--- src/rtl/pts_pkg.sv ---
// Shared types and constants for the polyphonic tone synthesiser.
// Latency: none (declarations only).
// Backpressure: not applicable.
package pts_pkg;

    // Sequencer states: wait for tick, walk voices, clamp mix, wait for consumer.
    typedef enum logic [1:0] {
        PTS_IDLE = 2'd0,
        PTS_RUN  = 2'd1,
        PTS_SAT  = 2'd2,
        PTS_HOLD = 2'd3
    } pts_state_t;

    // Default tuning words for a 48 kHz sample tick and a 24-bit phase accumulator,
    // inc = round(f * 2^24 / 48000). Order: C4 C#4 D4 D#4 E4 F4 F#4 G4 G#4 A4 A#4 B4 C5 C#5 D5 D#5 E5.
    localparam int NOTE_CNT = 17;
    localparam logic [23:0] NOTE_INC [NOTE_CNT] = '{
        24'd91446,  24'd96883,  24'd102645, 24'd108748, 24'd115215, 24'd122066,
        24'd129322, 24'd137012, 24'd145160, 24'd153791, 24'd162936, 24'd172625,
        24'd182892, 24'd193767, 24'd205290, 24'd217497, 24'd230430
    };

    // First quadrant of a sine, entry i = round(32767 * sin(i * pi / 126)), so the
    // last entry hits the full positive peak and the mirrored quadrant reuses it.
    localparam int SINE_QTR_DEPTH = 64;
    localparam logic [15:0] SINE_QTR [SINE_QTR_DEPTH] = '{
        16'd0,     16'd817,   16'd1633,  16'd2449,  16'd3263,  16'd4074,  16'd4884,  16'd5690,
        16'd6493,  16'd7291,  16'd8086,  16'd8875,  16'd9658,  16'd10436, 16'd11207, 16'd11971,
        16'd12728, 16'd13477, 16'd14217, 16'd14949, 16'd15671, 16'd16384, 16'd17086, 16'd17778,
        16'd18458, 16'd19128, 16'd19785, 16'd20430, 16'd21062, 16'd21681, 16'd22287, 16'd22879,
        16'd23457, 16'd24020, 16'd24568, 16'd25101, 16'd25618, 16'd26120, 16'd26605, 16'd27073,
        16'd27525, 16'd27960, 16'd28377, 16'd28777, 16'd29158, 16'd29522, 16'd29867, 16'd30194,
        16'd30502, 16'd30791, 16'd31061, 16'd31311, 16'd31542, 16'd31754, 16'd31945, 16'd32117,
        16'd32269, 16'd32401, 16'd32513, 16'd32604, 16'd32675, 16'd32726, 16'd32757, 16'd32767
    };

    function automatic logic [15:0] sine_qtr_lookup(input logic [5:0] addr);
        return SINE_QTR[addr];
    endfunction

endpackage

--- src/rtl/pts_voice_dp.sv ---
// Per-voice datapath: phase advance, linear envelope step, waveform select and gain multiply.
// Latency: purely combinational, result is consumed by the parent in the same cycle.
// Backpressure: none; the parent only presents a voice while it is walking the voice list.
// Build option PTS_SINE_EN selects a quarter-wave sine table instead of the square wave.
module pts_voice_dp
    import pts_pkg::*;
#(
    parameter int PHASE_W  = 24,
    parameter int AMP_W    = 16,
    parameter int ENV_STEP = 16
) (
    input  logic [PHASE_W-1:0]      phase_cur,
    input  logic [AMP_W-1:0]        env_cur,
    input  logic                    gate,
    input  logic [PHASE_W-1:0]      inc,
    output logic [PHASE_W-1:0]      phase_nxt,
    output logic [AMP_W-1:0]        env_nxt,
    output logic signed [AMP_W-1:0] voice_val
);

    localparam logic [AMP_W:0]          ENV_MAX = {1'b0, {AMP_W{1'b1}}};
    localparam logic [AMP_W:0]          STEP    = (AMP_W+1)'(ENV_STEP);
    localparam logic signed [AMP_W-1:0] WAVE_PK = {1'b0, {(AMP_W-1){1'b1}}};

    logic [AMP_W:0]           env_up;
    logic [AMP_W:0]           env_dn;
    logic signed [AMP_W-1:0]  wave;
    logic signed [2*AMP_W:0]  prod;

    // Phase wraps naturally at 2^PHASE_W.
    assign phase_nxt = phase_cur + inc;

    // One extra bit catches both the overshoot past full scale and the underflow past zero.
    assign env_up = {1'b0, env_cur} + STEP;
    assign env_dn = {1'b0, env_cur} - STEP;

    // Attack saturates at full scale, release saturates at zero.
    always_comb begin
        env_nxt = env_cur;
        if (gate) begin
            env_nxt = (env_up > ENV_MAX) ? ENV_MAX[AMP_W-1:0] : env_up[AMP_W-1:0];
        end else begin
            env_nxt = ({1'b0, env_cur} < STEP) ? '0 : env_dn[AMP_W-1:0];
        end
    end

`ifdef PTS_SINE_EN
    logic [5:0]       lut_addr;
    logic [AMP_W-1:0] lut_mag;

    // Second and fourth quadrants walk the table backwards.
    always_comb begin
        lut_addr = phase_nxt[PHASE_W-3 -: 6];
        if (phase_nxt[PHASE_W-2]) begin
            lut_addr = ~lut_addr;
        end
    end

    // Table is scaled for a 16-bit peak; rescale to the configured amplitude width.
    assign lut_mag = AMP_W'((64'(sine_qtr_lookup(lut_addr)) << AMP_W) >> 16);
    assign wave    = phase_nxt[PHASE_W-1] ? -$signed(lut_mag) : $signed(lut_mag);
`else
    // Square wave: sign of the phase picks the symmetric peak.
    assign wave = phase_nxt[PHASE_W-1] ? -WAVE_PK : WAVE_PK;
`endif

    // Envelope is unsigned, so it gets a zero sign bit before the signed multiply.
    assign prod      = wave * $signed({1'b0, env_nxt});
    assign voice_val = AMP_W'(prod >>> AMP_W);

endmodule

--- src/rtl/poly_tone_synth.sv ---
// Time-multiplexed polyphonic synth: walks NUM_VOICES voices per tick and emits one clamped mix.
// Latency: tick sampled at edge t gives sample_valid after edge t+NUM_VOICES+1.
// Backpressure: sample held until sample_ready; ticks arriving while not idle are dropped, setting sticky overrun.
// Build option PTS_SINE_EN (see pts_voice_dp) switches the waveform to sine.
module poly_tone_synth
    import pts_pkg::*;
#(
    parameter int NUM_VOICES = 10,
    parameter int PHASE_W    = 24,
    parameter int AMP_W      = 16,
    parameter int OUT_W      = 32,
    parameter int ENV_STEP   = 16,
    parameter int MIX_SHIFT  = 0
) (
    input  logic                          Clk,
    input  logic                          reset_n,
    input  logic [NUM_VOICES-1:0]         key_on,
    input  logic [NUM_VOICES*PHASE_W-1:0] phase_inc,
    input  logic                          sample_tick,
    output logic signed [OUT_W-1:0]       sample_out,
    output logic                          sample_valid,
    input  logic                          sample_ready,
    output logic                          overrun,
    output logic                          busy
);

    localparam int VW    = $clog2(NUM_VOICES);
    localparam int ACC_W = AMP_W + $clog2(NUM_VOICES) + 1;
    localparam int SH_W  = ((ACC_W + MIX_SHIFT) > OUT_W) ? (ACC_W + MIX_SHIFT) : (OUT_W + 1);

    localparam logic signed [SH_W-1:0] SAT_MAX = SH_W'({1'b0, {(OUT_W-1){1'b1}}});
    localparam logic signed [SH_W-1:0] SAT_MIN = ~SAT_MAX;

    pts_state_t              state_q;
    pts_state_t              state_d;
    logic [VW-1:0]           vidx_q;
    logic signed [ACC_W-1:0] acc_q;
    logic [PHASE_W-1:0]      phase_q [NUM_VOICES];
    logic [AMP_W-1:0]        env_q   [NUM_VOICES];
    logic [PHASE_W-1:0]      inc_arr [NUM_VOICES];

    logic                    last_voice;
    logic                    accept;
    logic [PHASE_W-1:0]      dp_phase;
    logic [AMP_W-1:0]        dp_env;
    logic signed [AMP_W-1:0] dp_voice;
    logic signed [SH_W-1:0]  mix_sh;
    logic [OUT_W-1:0]        sat_val;

    for (genvar g = 0; g < NUM_VOICES; g++) begin : g_inc
        assign inc_arr[g] = phase_inc[g*PHASE_W +: PHASE_W];
    end

    assign last_voice = (vidx_q == VW'(NUM_VOICES - 1));
    assign accept     = sample_valid && sample_ready;
    assign busy       = (state_q == PTS_RUN) || (state_q == PTS_SAT);

    pts_voice_dp #(
        .PHASE_W  (PHASE_W),
        .AMP_W    (AMP_W),
        .ENV_STEP (ENV_STEP)
    ) u_voice_dp (
        .phase_cur (phase_q[vidx_q]),
        .env_cur   (env_q[vidx_q]),
        .gate      (key_on[vidx_q]),
        .inc       (inc_arr[vidx_q]),
        .phase_nxt (dp_phase),
        .env_nxt   (dp_env),
        .voice_val (dp_voice)
    );

    // Sequencer state register; reset aborts any sample in flight.
    always_ff @(posedge Clk or negedge reset_n) begin
        if (!reset_n) begin
            state_q <= PTS_IDLE;
        end else begin
            state_q <= state_d;
        end
    end

    // Next-state: one voice per RUN cycle, one cycle to clamp, then wait for the consumer.
    always_comb begin
        state_d = state_q;
        case (state_q)
            PTS_IDLE: if (sample_tick) state_d = PTS_RUN;
            PTS_RUN:  if (last_voice)  state_d = PTS_SAT;
            PTS_SAT:                   state_d = PTS_HOLD;
            PTS_HOLD: if (accept)      state_d = PTS_IDLE;
            default:                   state_d = PTS_IDLE;
        endcase
    end

    // Write back the voice just processed into the phase/envelope banks.
    always_ff @(posedge Clk or negedge reset_n) begin
        if (!reset_n) begin
            for (int i = 0; i < NUM_VOICES; i++) begin
                phase_q[i] <= '0;
                env_q[i]   <= '0;
            end
        end else if (state_q == PTS_RUN) begin
            phase_q[vidx_q] <= dp_phase;
            env_q[vidx_q]   <= dp_env;
        end
    end

    // Mix accumulator and voice pointer restart on every accepted tick.
    always_ff @(posedge Clk or negedge reset_n) begin
        if (!reset_n) begin
            acc_q  <= '0;
            vidx_q <= '0;
        end else if (state_q == PTS_IDLE && sample_tick) begin
            acc_q  <= '0;
            vidx_q <= '0;
        end else if (state_q == PTS_RUN) begin
            acc_q  <= acc_q + ACC_W'(dp_voice);
            vidx_q <= vidx_q + 1'b1;
        end
    end

    // Scale the mix and clamp it to the output range.
    always_comb begin
        mix_sh  = SH_W'(acc_q) <<< MIX_SHIFT;
        sat_val = mix_sh[OUT_W-1:0];
        if (mix_sh > SAT_MAX) begin
            sat_val = SAT_MAX[OUT_W-1:0];
        end else if (mix_sh < SAT_MIN) begin
            sat_val = SAT_MIN[OUT_W-1:0];
        end
    end

    // Output register holds the sample steady until the consumer takes it.
    always_ff @(posedge Clk or negedge reset_n) begin
        if (!reset_n) begin
            sample_out   <= '0;
            sample_valid <= 1'b0;
        end else if (state_q == PTS_SAT) begin
            sample_out   <= $signed(sat_val);
            sample_valid <= 1'b1;
        end else if (state_q == PTS_HOLD && accept) begin
            sample_valid <= 1'b0;
        end
    end

    // Any tick that cannot start a new sample is lost; remember that until reset.
    always_ff @(posedge Clk or negedge reset_n) begin
        if (!reset_n) begin
            overrun <= 1'b0;
        end else if (sample_tick && state_q != PTS_IDLE) begin
            overrun <= 1'b1;
        end
    end

endmodule

--- config.mk ---
export PLATFORM = sky130hd
export DESIGN_NAME = poly_tone_synth
export DESIGN_NICKNAME = d
export VERILOG_FILES = /design/src/rtl/pts_pkg.sv /design/src/rtl/pts_voice_dp.sv /design/src/rtl/poly_tone_synth.sv
export SDC_FILE = /design/constraint.sdc
export NUM_CORES = 1
export LEC_CHECK = 0
export BUFFER_PORTS_ARGS = -buffer_cell sky130_fd_sc_hd__buf_2
export CORE_UTILIZATION = 50
export CTS_CLUSTER_DIAMETER = 30
export CTS_CLUSTER_SIZE = 30
export DETAILED_ROUTE_END_ITERATION = 7
export HOLD_SLACK_MARGIN = 0.05
export PLACE_DENSITY = 0.75
export SLEW_MARGIN = 20
export SYNTH_ARGS = -nofsm -noshare
export SYNTH_HDL_FRONTEND = slang
export SYNTH_SLANG_ARGS = --single-unit
--- constraint.sdc ---
create_clock -name Clk -period 13.7 [get_ports Clk]
set_input_delay 2.74 -clock Clk [delete_from_list [all_inputs] [get_ports Clk]]
set_output_delay 2.74 -clock Clk [all_outputs]
set_load 0.02 [all_outputs]
==> impl_metrics.py, run 1 <==
metrics = {
    "min_path": {
        "hold_class": "reg -> reg",
        "hold_start": "overrun",
    },
    "finish": {
        "drive_gt1_frac": 0.280,
        "fillers": 4572,
        "final_nets": 3930,
        "ff_latch_area_sq_um": 11300,
        "utilization": 0.629,
        "finalNonFillerCells": 4218,
        "area_delta_synth_final_pct": 23.5,
        "multiInputGateArea_sq_um": 17700,
    },
    "placed_design": {
        "post-place-ws_ns": -0.795,
        "place_congestion": 0.943,
        "place_inst": 4039,
        "hpwl_um": 53800,
        "port_buffers": 288,
    },
    "critical_path": {
        "crit_required_ns": 14.20,
        "reg2reg_from": "vidx_q[0]",
        "crit_buf_inv": 8,
        "critPathKind": "in -> reg",
        "max_stage_delay_ns": 0.56,
        "cp.arrival_ns": 13.83,
        "cp_top_family": "compound AO/OA/AOI/OAI gates",
        "worstSetupEndpoint": "acc_q[20]",
        "timing.rr.end": "acc_q[20]",
        "r2r_slack_ns": 0.83,
        "critical-path-slowest-cell": "fa_1",
        "crit_start": "phase_inc[145]",
        "end_kind": "flop",
        "cp_max_fo": 5,
        "cp-start-kind": "primary input",
        "r2r_cells": 47,
        "cp.depth": 50,
    },
    "route": {
        "route.detailed.drc": 0,
        "dr.first_iter.drc_count": 1695,
        "wire_per_inst_um": 19.4,
        "vias_per_cell": 5.78,
        "dr_total_vias": 24400,
        "drt_pass1_iterations": 6,
        "finalWirelength_um": 82000,
        "ant_nets": 0,
    },
    "sta": {
        "period_needed_ns": 13.33,
        "fin_crit_sh": 0.973,
        "slew_violations": 0,
        "rsz0062_at_grt": "yes",
        "fin_skew_ns": 0.0467,
        "hold_viol_final": 0,
        "fin_setup_tns_ns": 0,
        "tightestPinTransition_ns": 1.30,
        "max_freq_mhz": 75.0,
        "setup_violations": 0,
        "worst_slack_ns": 0.371,
        "slew_headroom": 0.135,
    },
    "grt": {
        "track_usage": 0.274,
        "grt_pass1_wl_um": 132000,
        "grt_max_degree": 181,
        "grt_pass1_vias": 25100,
        "grt_remaining_overflow": 0,
        "grt_antenna_before_repair": 2,
    },
    "yosys": {
        "ys_seq_elements": 451,
        "synth_cells": 2946,
        "synth_cell_types": 90,
        "synth_fp_nets": 3507,
        "synth_area_per_cell_sq_um": 10.3,
        "ys.flop_type": "dfrtp_1",
        "synth_edf_count": 0,
        "async_flop_share": 1.00,
        "syn_area_sq_um": 30300,
        "yosysSeqAreaShare": 0.373,
        "synth_warnings": 0,
    },
    "floorplanning": {
        "initial_core_util": 0.509,
        "die_w_um": 248,
        "die_y_um": 248,
        "core_sq_um": 59500,
        "ioPinCount": 289,
        "die_area_sq_um": 61500,
        "rows": 89,
    },
    "clock_network": {
        "clockBufferDepth": 3,
        "clock_latency_ns": 0.66,
        "numClockSinks": 451,
        "clk_pin_slew_ns": 0.05,
        "cts_tree": "done",
        "cts_max_level": 3,
        "cts_root_buffer": "clkbuf_16",
        "cts_hold_repair.buffers": 0,
        "cts_inserted_buffers": 89,
    },
    "run": {
        "cap_violations": 0,
    },
    "run_status": {
        "outcome": "finished, final reports clean",
    },
}
[how the worst min path moves through the flow]
stage	to	slack [ns]	cells past startpoint
4_1_cts	phase_q[169]	0.48	2
3_5_place_dp	overrun	0.46	1
2_1_floorplan	env_q[79]	0.44	2
5_1_grt	phase_q[60]	0.49	2
6_report	overrun	0.47	1
3_3_place_gp	env_q[9]	0.46	2
[placed cells by master, fill, tap and decap left out, types with 64 or more instances in the layout]
| cell type | n |
|---|---|
| a21oi_1 | 64 |
| buf_2 | 287 |
| buf_4 | 237 |
| clkbuf_16 | 89 |
| dfrtp_1 | 447 |
| fa_1 | 124 |
| ha_1 | 178 |
| inv_1 | 201 |
| mux2i_1 | 144 |
| mux4_2 | 120 |
| nand2_1 | 440 |
| nor2_1 | 91 |
| o21ai_0 | 394 |
[final cells by class]
cell class / instances / share of cell area
multi-input cells: 2077 / 0.473
inverters: 213 / 0.0214
clock buffers: 107 / 0.0654
clock inverters: 58 / 0.0201
flip-flops and latches: 451 / 0.302
well taps: 773 / 0.0259
diodes: 2 / 0.000134
repair buffers: 537 / 0.0916
[flip-flops by register name (all words and copies together), names as in the netlist]
register,count
phase_q,240
env_q,160
sample_out,22
acc_q,21
vidx_q,4
state_q,2
overrun,1
sample_valid,1
[worst register-to-register path: cells and delay by family (launching register included)]
family / cells / cell delay (ns)
AO/OA/AOI/OAI: 18 / 4.44
XOR/XNOR: 2 / 0.29
adder cells (fa/ha/maj): 10 / 4.08
buffers and inverters: 5 / 0.26
flip-flops: 1 / 0.71
multiplexers: 3 / 1.07
AND/OR/NAND/NOR: 9 / 1.87
[synth_stat cells, drive strengths merged (19+ instances only)]
cell / n / area (sq um)
clkbuf: 150 / 563
buf: 56 / 313
fa: 125 / 2500
xnor2: 52 / 455
a21o: 36 / 270
xor2: 30 / 263
a21oi: 73 / 380
mux4: 122 / 2760
o22ai: 64 / 425
ha: 182 / 2280
nor2: 92 / 345
and2: 19 / 121
nor3: 21 / 121
mux2: 49 / 556
dfrtp: 451 / 11300
mux2i: 145 / 1450
nand3: 33 / 170
inv: 213 / 800
nand2: 441 / 1660
o21ai: 424 / 2130
[cells by family (layout without fill, tap and decap cells)]
| group | count (synthesis) | after routing | synth area share |
|---|---|---|---|
| AOI/OAI and AO/OA | 700 | 700 | 0.137 |
| and+or+nand+nor | 670 | 670 | 0.0950 |
| DFF | 451 | 451 | 0.373 |
| buffers and inverters | 419 | 915 | 0.0553 |
| muxes | 316 | 316 | 0.157 |
| adders and majority gates | 308 | 308 | 0.158 |
| xor gates and xnor gates | 82 | 83 | 0.0237 |
| other | 0 | 2 | 0 |
[per-stage QoR]
| step | hold WS (ns) | instance area (sq um) |
|---|---|---|
| finish | 0.470 | 37400 |
| global route | 0.494 | 37400 |
| CTS | 0.476 | 37200 |
| detailed placement | 0.460 | 34000 |
| global placement | 0.456 | 34000 |
| floorplan | 0.442 | 30400 |
[metal layers]
layer | GRT usage | part of all wire | vias up
li1 | - | - | 11200
met1 | 0.352 | 0.41 | 12100
met2 | 0.460 | 0.49 | 865
met3 | 0.0443 | 0.063 | 223
met4 | 0.112 | 0.035 | 0
met5 | 0 | 0 | -
[what timing repair did]
item	CTS	global route
pin swaps	2	22
setup buffers	1	9
gates resized for setup	5	24
endpoints found under the setup margin	1	3
endpoints found under the hold margin	0	0
cloned	1	0
Power of run 1 is not shown: default switching activity piles up to over one toggle a cycle in this logic, so the estimate is an artifact.
==> run 2, diff against run 1 <==
CORE_MARGIN = 1.5   (was default)
clock period = 12 ns   (was 13.7 ns; I/O delays follow)
==> impl_metrics.py, run 2 (synthesis gave the netlist of run 1 again) <==
metrics = {
    "run_status": {
        "outcome": "finished with violations",
        "violations": "setup timing",
    },
    "route": {
        "vias_per_cell": 5.72,
        "wire_per_inst_um": 19.3,
        "ant_nets": 0,
        "drt_pass1_iterations": 5,
        "route.detailed.drc": 0,
        "finalWirelength_um": 84300,
        "dr_total_vias": 25000,
        "dr.first_iter.drc_count": 1503,
    },
    "floorplanning": {
        "core_sq_um": 60100,
        "die_area_sq_um": 62000,
        "initial_core_util": 0.503,
        "die_y_um": 249,
        "rows": 90,
        "ioPinCount": 289,
        "die_w_um": 249,
    },
    "sta": {
        "period_needed_ns": 12.83,
        "slew_headroom": 0.274,
        "worst_slack_ns": -0.826,
        "slew_violations": 0,
        "hold_viol_final": 0,
        "setup_violations": 11,
        "max_freq_mhz": 78.0,
        "fin_skew_ns": 0.0327,
        "fin_crit_sh": 1.07,
        "tightestPinTransition_ns": 1.09,
        "rsz0062_at_grt": "yes",
    },
    "grt": {
        "track_usage": 0.276,
        "grt_pass1_wl_um": 137000,
        "grt_remaining_overflow": 0,
        "grt_antenna_before_repair": 0,
        "grt_pass1_vias": 26300,
        "grt_max_degree": 186,
    },
    "critical_path": {
        "max_stage_delay_ns": 0.58,
        "cp-start-kind": "primary input",
        "critPathKind": "in -> reg",
        "crit_required_ns": 12.51,
        "r2r_slack_ns": -0.14,
        "reg2reg_from": "vidx_q[0]",
        "crit_start": "phase_inc[73]",
        "end_kind": "flop",
        "critical-path-slowest-cell": "fa_1",
        "cp.depth": 51,
        "timing.rr.end": "acc_q[20]",
        "cp_top_family": "adder cells",
        "cpMostUsedCell": "fa_1",
        "r2r_cells": 49,
        "cp.arrival_ns": 13.33,
        "cp_max_fo": 8,
        "crit_buf_inv": 13,
        "worstSetupEndpoint": "acc_q[20]",
    },
    "clock_network": {
        "cts_root_buffer": "clkbuf_16",
        "clockBufferDepth": 3,
        "numClockSinks": 451,
        "clk_pin_slew_ns": 0.05,
        "cts_max_level": 3,
        "cts_hold_repair.buffers": 0,
        "clock_latency_ns": 0.65,
        "cts_tree": "done",
        "cts_inserted_buffers": 90,
    },
    "placed_design": {
        "port_buffers": 288,
        "hpwl_um": 55800,
        "place_congestion": 0.925,
        "place_inst": 4169,
        "post-place-ws_ns": -1.57,
    },
    "run": {
        "cap_violations": 0,
    },
    "finish": {
        "largest-register": "phase_q",
        "utilization": 0.646,
        "final_nets": 4067,
        "top_regs": "phase_q (240), env_q (160), sample_out (22)",
        "area_delta_synth_final_pct": 28.4,
        "fillers": 4526,
        "antenna_cells": 0,
        "finalNonFillerCells": 4365,
        "drive_gt1_frac": 0.322,
        "layout_commonest_cell": "dfrtp_1",
        "layout_common_cells": "dfrtp_1, nand2_1, o21ai_0, buf_4, buf_2",
        "largest_reg_flops": 240,
    },
    "min_path": {
        "worstHoldPathCells": 2,
        "hold_class": "reg -> reg",
    },
}
run 2: cell count changes in the layout (fill, tap and decap cells not counted), moves of 6 or more:
cell and delta:
buf_6 +12, a21oi_1 -6, inv_1 -19, clkbuf_1 +6, buf_12 +6, clkinv_4 -6, ha_1 -14, buf_4 +123
ha_4 +8, clkinvlp_4 +7, inv_2 +17, ha_2 +6
run 2: worst min path at each step:
stage,from,endpoint
after global placement,overrun,overrun
final,env_q[25],env_q[25]
after detailed placement,phase_q[77],phase_q[77]
after CTS,phase_q[156],phase_q[156]
after floorplan,env_q[79],env_q[79]
after global routing,env_q[129],env_q[129]
run 2: layout make-up:
| class | instances | area (sq um) | area share |
|---|---|---|---|
| inverter | 213 | 805 | 0.0207 |
| clock buffer | 117 | 2560 | 0.0658 |
| sequential | 451 | 11300 | 0.291 |
| multi-input combinational | 2076 | 18000 | 0.463 |
| timing repair buffer | 674 | 4600 | 0.118 |
| clock inverter | 52 | 644 | 0.0166 |
| tap | 782 | 978 | 0.0252 |
run 2: layer usage:
layer,vias to the layer above,track usage,share of wire
li1,11400,-,-
met1,12400,0.346,0.40
met2,908,0.476,0.50
met3,218,0.0476,0.062
met4,0,0.106,0.035
met5,-,0,0
run 2: through the flow:
step	setup TNS, ns	area [sq um]	hold slack [ns]
2_1_floorplan	-1.67	30600	0.442
3_3_place_gp	-8.94	35100	0.454
3_5_place_dp	-10.85	35100	0.465
4_1_cts	-2.77	38700	0.477
5_1_grt	-8.32	38900	0.497
6_report	-4.24	38900	0.472
run 2: worst reg2reg max path, delay by kind of cell (launching register included):
family                     cells  cell delay [ns]
and+or+nand+nor                5             1.46
AOI/OAI and AO/OA             23             4.89
xor gates and xnor gates       3             0.46
muxes                          1             0.30
DFF                            1             0.62
buffers and inverters          9             1.04
adders and majority gates      8             3.26
run 2: repair_timing:
action | CTS | global route
pin swaps | 35 | 39
endpoints found under the setup margin | 10 | 12
setup buffers | 21 | 6
gates resized for setup | 35 | 40
cloned | 1 | 0
Power of run 2 is left out for the same reason.
